`config.mk`:
```
export PLATFORM = sky130hd
export DESIGN_NAME = button_debounce_multi
export DESIGN_NICKNAME = d
export VERILOG_FILES = /design/src/rtl/button_pkg.sv /design/src/rtl/debounce_ch.sv /design/src/rtl/button_debounce_multi.sv
export SDC_FILE = /design/constraint.sdc
export NUM_CORES = 1
export LEC_CHECK = 0
export ABC_CLOCK_PERIOD_IN_PS = 2120
export CAP_MARGIN = 40
export CORE_MARGIN = 2
export CORE_UTILIZATION = 58
export DETAILED_ROUTE_END_ITERATION = 10
export GPL_ROUTABILITY_DRIVEN = 0
export HOLD_SLACK_MARGIN = 0.12
export PLACE_DENSITY = 0.75
export SETUP_SLACK_MARGIN = 0.4
export SYNTH_ARGS = -nofsm -noshare
export SYNTH_HDL_FRONTEND = slang
export SYNTH_HIERARCHICAL = 1
export SYNTH_SLANG_ARGS = --single-unit
```
`constraint.sdc`:
```
create_clock -name clk -period 2.12 [get_ports clk]
set_input_delay 0.212 -clock clk [delete_from_list [all_inputs] [get_ports clk]]
set_output_delay 0.212 -clock clk [all_outputs]
set_load 0.005 [all_outputs]
```
`src/rtl/button_pkg.sv`:
```
// Shared definitions for the multi-channel button debouncer: per-channel FSM
// encoding, default parameter values and a constant-foldable clog2.
package button_pkg;

    typedef enum logic [1:0] {
        IDLE    = 2'd0,
        PRESSED = 2'd1,
        LONG    = 2'd2
    } ch_state_t;

    localparam int DEF_CHANNELS        = 4;
    localparam int DEF_DEBOUNCE_CYCLES = 16;
    localparam int DEF_LONG_CYCLES     = 64;
    localparam bit DEF_ACTIVE_LOW      = 1'b1;

    function automatic int clog2(input int value);
        int result;
        int v;
        result = 0;
        v      = value - 1;
        while (v > 0) begin
            result = result + 1;
            v      = v >> 1;
        end
        return result;
    endfunction

endpackage

```
`src/rtl/debounce_ch.sv`:
```
// One button channel: 2-flop synchroniser, stability counter that toggles the
// debounced level, and an IDLE/PRESSED/LONG FSM producing one-cycle strobes.
module debounce_ch
    import button_pkg::*;
#(
    parameter int DEBOUNCE_CYCLES = DEF_DEBOUNCE_CYCLES,
    parameter int LONG_CYCLES     = DEF_LONG_CYCLES,
    parameter bit ACTIVE_LOW      = DEF_ACTIVE_LOW
) (
    input  logic clk,
    input  logic rst,
    input  logic button,
    output logic level,
    output logic press_pulse,
    output logic release_pulse,
    output logic long_pulse
);

    localparam int   CNT_W        = clog2(DEBOUNCE_CYCLES + 1);
    localparam int   HOLD_W       = clog2(LONG_CYCLES + 1);
    localparam logic RELEASED_RAW = ACTIVE_LOW;

    logic              sync1_reg;
    logic              sync2_reg;
    logic              sample;
    logic [CNT_W-1:0]  cnt_reg;
    logic              level_reg;
    logic              accept;
    logic              rise;
    logic              fall;
    ch_state_t         state_reg;
    ch_state_t         state_next;
    logic [HOLD_W-1:0] hold_reg;
    logic [HOLD_W-1:0] hold_next;
    logic              press_reg;
    logic              press_next;
    logic              release_reg;
    logic              release_next;
    logic              long_reg;
    logic              long_next;

    // Synchroniser resets to the idle (released) raw level so a held button
    // is seen as a fresh transition once reset lifts.
    always_ff @(posedge clk) begin
        if (rst) begin
            sync1_reg <= RELEASED_RAW;
            sync2_reg <= RELEASED_RAW;
        end else begin
            sync1_reg <= button;
            sync2_reg <= sync1_reg;
        end
    end

    assign sample = sync2_reg ^ RELEASED_RAW;

    // The edge that would take the counter to DEBOUNCE_CYCLES toggles instead.
    assign accept = (sample != level_reg) && (cnt_reg == CNT_W'(DEBOUNCE_CYCLES - 1));
    assign rise   = accept & ~level_reg;
    assign fall   = accept & level_reg;

    always_ff @(posedge clk) begin
        if (rst) begin
            cnt_reg   <= '0;
            level_reg <= 1'b0;
        end else if (sample == level_reg) begin
            cnt_reg   <= '0;
        end else if (accept) begin
            cnt_reg   <= '0;
            level_reg <= ~level_reg;
        end else begin
            cnt_reg   <= cnt_reg + CNT_W'(1);
        end
    end

    always_ff @(posedge clk) begin
        if (rst) begin
            state_reg   <= IDLE;
            hold_reg    <= '0;
            press_reg   <= 1'b0;
            release_reg <= 1'b0;
            long_reg    <= 1'b0;
        end else begin
            state_reg   <= state_next;
            hold_reg    <= hold_next;
            press_reg   <= press_next;
            release_reg <= release_next;
            long_reg    <= long_next;
        end
    end

    always_comb begin
        state_next = state_reg;
        case (state_reg)
            IDLE: begin
                if (rise) state_next = PRESSED;
            end
            PRESSED: begin
                if (fall)
                    state_next = IDLE;
                else if (hold_reg == HOLD_W'(LONG_CYCLES - 1))
                    state_next = LONG;
            end
            LONG: begin
                if (fall) state_next = IDLE;
            end
            default: state_next = IDLE;
        endcase
    end

    // Strobes are registered together with level so they line up with it.
    always_comb begin
        hold_next    = hold_reg;
        press_next   = 1'b0;
        release_next = 1'b0;
        long_next    = 1'b0;
        case (state_reg)
            IDLE: begin
                hold_next  = '0;
                press_next = rise;
            end
            PRESSED: begin
                release_next = fall;
                if (hold_reg != HOLD_W'(LONG_CYCLES))
                    hold_next = hold_reg + HOLD_W'(1);
                long_next = ~fall && (hold_reg == HOLD_W'(LONG_CYCLES - 1));
            end
            LONG: begin
                release_next = fall;
            end
            default: hold_next = '0;
        endcase
    end

    assign level         = level_reg;
    assign press_pulse   = press_reg;
    assign release_pulse = release_reg;
    assign long_pulse    = long_reg;

endmodule

```
`src/rtl/button_debounce_multi.sv`:
```
// Bank of CHANNELS independent debounced buttons with press, release and
// long-press strobes.
module button_debounce_multi
    import button_pkg::*;
#(
    parameter int CHANNELS        = DEF_CHANNELS,
    parameter int DEBOUNCE_CYCLES = DEF_DEBOUNCE_CYCLES,
    parameter int LONG_CYCLES     = DEF_LONG_CYCLES,
    parameter bit ACTIVE_LOW      = DEF_ACTIVE_LOW
) (
    input  logic                clk,
    input  logic                rst,
    input  logic [CHANNELS-1:0] button,
    output logic [CHANNELS-1:0] level,
    output logic [CHANNELS-1:0] press_pulse,
    output logic [CHANNELS-1:0] release_pulse,
    output logic [CHANNELS-1:0] long_pulse
);

    generate
        for (genvar gi = 0; gi < CHANNELS; gi++) begin : g_ch
            debounce_ch #(
                .DEBOUNCE_CYCLES (DEBOUNCE_CYCLES),
                .LONG_CYCLES     (LONG_CYCLES),
                .ACTIVE_LOW      (ACTIVE_LOW)
            ) u_ch (
                .clk           (clk),
                .rst           (rst),
                .button        (button[gi]),
                .level         (level[gi]),
                .press_pulse   (press_pulse[gi]),
                .release_pulse (release_pulse[gi]),
                .long_pulse    (long_pulse[gi])
            );
        end
    endgenerate

endmodule

```
Word level (Yosys, flattened, before mapping)
Index checks and enable logic that the tools add are counted.
- register bits: 80
- bits of input ports: 6
- output and inout port bits: 16
- word-level logic and storage cells: 200
- add/subtract/negate cells: 8
- equal/unequal tests: 44
- multiplexer cells: 28
- bitwise gates (word level): 40
- reductions and logical operators: 44
- operators with widths (kind ; number):
    7-bit case mux with 2 select lines ; 4
    2-bit two-way mux ; 16
    1-bit NOT ; 32
    2-bit OR reduction ; 16
    7-bit by 1-bit adder with 7-bit output (second input constant) ; 4
    7-bit by 6-bit == test with 1-bit output (second input constant) ; 4
    7-bit two-way mux ; 4
    7-bit inequality test (second input constant) ; 4
    2-bit by 1-bit inequality test with 1-bit output (second input constant) ; 12
    2-bit case mux with 3 select lines ; 4
    5-bit by 1-bit adder with 5-bit output (second input constant) ; 4
    5-bit by 4-bit == test with 1-bit output (second input constant) ; 4
    2-bit AND reduction ; 8
    3-bit by 1-bit inequality test with 1-bit output (second input constant) ; 4
    3-bit AND reduction ; 4
    3-bit OR reduction ; 4
    1-bit bitwise AND ; 8
    2-bit by 1-bit == test with 1-bit output (second input constant) ; 4
    2-bit == test (second input constant) ; 4
    1-bit logical AND ; 8
    2-bit logical NOT ; 4
    1-bit == test ; 4
    1-bit inequality test ; 4

Longest topological paths before layout
- depth in word-level cells: 6
- depth in mapped cells: 7

Cells and area by module
Netlist, hierarchy kept.
- modules (own cells, without submodules) (module ; instances ; cells each ; area an instance (µm²) ; seq. area each (µm²)):
    debounce_ch ; 4 ; 92 ; 874.6 ; 400.4

Least setup slack after synthesis
Ideal clock, no wire load.
- kind: register -> register
- from: reg g_ch[0].u_ch.cnt_reg[0]
- to: reg g_ch[0].u_ch.state_reg[0]
- setup time: 0.124 ns
- arrival time: 1.700 ns
- required time: 1.996 ns
- setup slack: 0.296 ns
- cell stages (with the launch flop): 8
- path buffers: 0
- period minus slack after synthesis: 1.824 ns
- cell sequence: dfxtp_1 > ha_1 > and3_1 > ha_1 > or4b_1 > o211ai_1 > o21ai_0 > mux2i_1
- longest elaborated chain between the ends: 5
- elaborated cells on any way between the ends: 10
- those cells by class: eq/ne: 4; mux: 2; bitwise: 2; reduce/logical: 2
- RTL lines (item ; line ; source):
    start, declared ; debounce_ch.sv:26 ; logic [CNT_W-1:0] cnt_reg;
    start signal, assigned ; debounce_ch.sv:71 ; cnt_reg <= cnt_reg + CNT_W'(1);
    5-bit by 4-bit == test with 1-bit output (*) ; debounce_ch.sv:57 ; assign accept = (sample != level_reg) && (cnt_reg == CNT_W'(DEBOUNCE_CYCLES - 1));
    1-bit logical AND (*) ; debounce_ch.sv:57 ;
    1-bit bitwise AND (on tied branches) ; debounce_ch.sv:59, debounce_ch.sv:58 ;
    3-bit by 1-bit inequality test with 1-bit output (no source line), or another cell as far along ; n/a ;
    3-bit AND reduction (no source line) / 2-bit case mux with 3 select lines (equally long branches) ; n/a ;
    end signal, assigned ; debounce_ch.sv:83 ; state_reg <= state_next;
    end, declared ; debounce_ch.sv:31 ; ch_state_t state_reg;
Mark *: on every way between the ends. The rest lies on a longest branch, timed or not.
A chain may end at the register's enable or synchronous reset.

Worst setup path in the final report
Ends and elaborated chain as after synthesis.

==> summary by stage <==
Worst setup path
Traced cell by cell, the critical path runs through ha_4 -> and3_4 -> ha_4 -> or4b_1 -> o211ai_1 -> o21ai_1 -> mux2i_1. The cell that appears most often on the critical path is sky130_fd_sc_hd__ha_4. The slowest stage of the critical path is the sky130_fd_sc_hd__or4b_1 cell. The data arrival at the endpoint of the critical path is 1990 ps. The type of the worst setup path is reg2reg. The type of destination of the critical path is a flip-flop.

STA classifies the critical path startpoint as a flip-flop. The worst register-to-register path has a setup slack of 350 ps. Together, buffers and inverters on the worst path number 0. Data on the critical path is required at its endpoint by between 2000 and 2500 ps.

The maximum fanout along the worst path is 3. The delay of the slowest cell on the worst path is roughly 420 ps. The category of cells accounting for the largest share of critical-path delay is simple AND/OR/NAND/NOR gates.

Cells and area
The number of inserted filler cells in the final layout is 474. In the layout the commonest cells are 71 x sky130_fd_sc_hd__dfxtp_1, 40 x sky130_fd_sc_hd__nor2_1, 24 x sky130_fd_sc_hd__inv_1. The post-layout net count is 444. The final instance area is 4220 µm².

The number of antenna diodes in the final layout is 0. The most common cell after layout, fill and taps aside is sky130_fd_sc_hd__dfxtp_1. The share of cells above drive strength 1 is 16.75%. The register with the most flip-flops in the layout has 28 of them.

The area added between synthesis and finish is 20.64%.

Route
In the final routed layout, each cell accounts on average for 11.99 µm. In the routed design, unresolved DRC markers number 0. The count of nets left with antenna violations after detail routing is 0. Detailed routing inserted a total of 2615 vias. After the first detailed-routing iteration, the DRC count stood at between 70 and 80. For this block, the routed nets add up to ~5.8 mm of wire.

The first detailed-routing pass took 4 iterations. After detailed routing, the number of vias per cell comes to 5.370.

Clocking
The root cell of the clock tree is sky130_fd_sc_hd__clkbuf_8. The longest clock path from root to sink contains 2 buffers. TritonCTS created 9 clock buffers. The later pin in the worst-skew pair is clocked with a latency of approximately 340 ps. The clock transition at the registers of the reported paths is about 70 ps. Buffers inserted to repair hold after CTS numbered 0.

In this run the number of H-tree levels came out at 3. TritonCTS built the clock tree. The clock sink count is 80.

Yosys
The average cell area after synthesis is between 9 and 10 µm². The number of instances in the synthesized netlist is approximately 370. The number of warning messages in the yosys log is 6. The number of distinct library cells after synthesis is 30.

The share of the synthesized area in the top cell type is 45.78%. The sequential area share after synthesis is between 40% and 50%. The number of register bits inferred by synthesis is 80. The synthesized netlist occupies a cell area of 3498 µm².

After synthesis, the cell types taking the most area are sky130_fd_sc_hd__dfxtp_1 46%, sky130_fd_sc_hd__ha_1 10%, sky130_fd_sc_hd__nor2_1 4.3%, sky130_fd_sc_hd__xor2_1 3.0%, sky130_fd_sc_hd__a21oi_1 2.9%. The number of nets in the synthesized netlist is 402. The top cell type by total area after synthesis is sky130_fd_sc_hd__dfxtp_1.

Timing
For the finished layout, the period the worst path requires is between 1500 and 2000 ps. In this run the tightest slew margin relative to its limit is 63.43%. The clock tree skew after final layout is 5.561 ps.

The transition time at the pin with the least slew margin is 547.5 ps. The highest achievable clock rate is 0.5655 GHz. Setup repair after global routing could not meet its margin everywhere. After routing, the total negative slack on setup checks comes to 0 ps. The total count of max-transition violations in the final report is 0. The final clock period utilization by the worst path is 83.41%. Once routing completed, OpenROAD measured the worst setup slack at about 350 ps. The number of hold violations in the final report is 0.

The final setup violation count is 0.

Placed design
The count of buffers added on input and output ports is 21. Summing all placed instances gives a cell area of 3938 µm². OpenSTA, run right after detailed placement, puts the worst setup slack at 336.8 ps. The post-DP HPWL is 3.885 mm.

Die
The die covers 6669 µm². The starting density of the core is 59.44%. The initialized floorplan defines 28 standard-cell rows. The floorplan step defined a core boundary enclosing ~5900 µm². The die outline width is 81.67 µm. The floorplan step set the die height to 81.67 µm. The count of boundary I/O pins is 22.

Global routing
The maximum number of pins on one net before global-route repair is 41. After global routing the overflow that remains totals 0. The number of antenna violations at the first check in global routing is 0. For this run, the total global-route usage over all layers was measured as 18.85%. The via count of the first global-routing pass was 2360. The first global-routing pass estimated 9.777 mm of wire.

Pwr
Summed over all cells, the static leakage comes to 0.001458 µW. The power per cell area is about 630 nW/µm². Summing internal, switching and leakage power gives 2680 µW. The worst ir drop on vdd is slightly above 500 µV.

Hold path
The classification of the worst-slack hold path is reg2reg.

Flow run
The tool flagged a number of max-cap violations equal to 0.

Run status
The run finished with clean final reports.
-- through the flow --
stage	std cells	hold slack (ps)	util, %
after floorplan	368	315.8	-
after global placement	461	393.1	66.90
after detailed placement	461	393.7	66.90
after CTS	485	408.1	71.02
after global routing	487	428.9	71.70
final	487	408.3	71.70
-- cell families after synthesis --
logic type,after synthesis,synth area share [%]
buf+inv,32,3.433
flops,80,45.78
xor+xnor,20,5.007
compound gates,60,10.59
simple gates,140,22.89
fa+ha+maj,28,10.01
mux,8,2.289
-- final timing paths --
path	start	endpoint	cells after the start
min	g_ch[1].u_ch/sync1_reg	g_ch[1].u_ch/sync2_reg	1
max	g_ch[0].u_ch/cnt_reg[0]	g_ch[0].u_ch/state_reg[0]	7
min reg2reg	g_ch[1].u_ch/sync1_reg	g_ch[1].u_ch/sync2_reg	1
max reg2reg	g_ch[0].u_ch/cnt_reg[0]	g_ch[0].u_ch/state_reg[0]	7
-- power by group --
group | total, µW | internal, µW | switching [µW] | leakage, µW
combinational | 175 | 80.6 | 94.1 | 0.000722
clock | 955 | 469 | 486 | 0.0000842
sequential | 1550 | 1530 | 21.8 | 0.000651
total | 2680 | 2080 | 602 | 0.00146
-- final cells by class --
cell class / count / area, µm² / share of cell area [%]
Clock buffer: 12 / 155.1 / 3.676
Clock inverter: 1 / 5.005 / 0.1186
Inverter: 28 / 105.1 / 2.490
Multi-Input combinational cell: 256 / 1921 / 45.51
Sequential cell: 80 / 1613 / 38.22
Tap cell: 75 / 93.84 / 2.224
Timing Repair Buffer: 35 / 327.8 / 7.768
-- synthesized netlist by cell type --
master                     instances
sky130_fd_sc_hd__or3_1            16
sky130_fd_sc_hd__inv_1            24
sky130_fd_sc_hd__or4b_1            4
sky130_fd_sc_hd__xnor2_1           8
sky130_fd_sc_hd__and2_1            4
sky130_fd_sc_hd__nand2_1          12
sky130_fd_sc_hd__o211ai_1          4
sky130_fd_sc_hd__ha_1             28
sky130_fd_sc_hd__inv_2             4
sky130_fd_sc_hd__nand2b_1         12
sky130_fd_sc_hd__o21bai_1          4
sky130_fd_sc_hd__nor2_1           40
sky130_fd_sc_hd__nand4b_1          4
sky130_fd_sc_hd__a41oi_1           4
sky130_fd_sc_hd__clkbuf_1          4
sky130_fd_sc_hd__a311oi_1          4
sky130_fd_sc_hd__nand3_1           8
sky130_fd_sc_hd__a21oi_1          20
sky130_fd_sc_hd__or2_2             8
sky130_fd_sc_hd__nand4_1           4
sky130_fd_sc_hd__or4_4             4
sky130_fd_sc_hd__xor2_1           12
sky130_fd_sc_hd__a211oi_1          8
sky130_fd_sc_hd__nor3_1            4
sky130_fd_sc_hd__mux2i_1           8
sky130_fd_sc_hd__nor3b_1          12
sky130_fd_sc_hd__and3_1            4
sky130_fd_sc_hd__nor4b_1           4
sky130_fd_sc_hd__dfxtp_1          80
sky130_fd_sc_hd__o21ai_0          16
-- what timing repair did --
item / 4_1_cts / 5_1_grt
endpoints found under the setup margin: 8 / 13
pin swaps: 15 / 10
setup buffers: 11 / 2
resized for setup: 0 / 7
hold endpoints to repair: 0 / 0
cloned: 0 / 0
-- per-layer routing --
metal	share of wire (%)	wire length, µm	up-vias	GRT usage, %
met2	48	2781	35	30.82
li1	-	-	1367	-
met1	48	2805	1204	23.16
met3	2.8	162	9	4.286
met5	0	0	-	0
met4	1.5	90	0	10.00
Note: power is estimated with default switching activity, not from simulation.
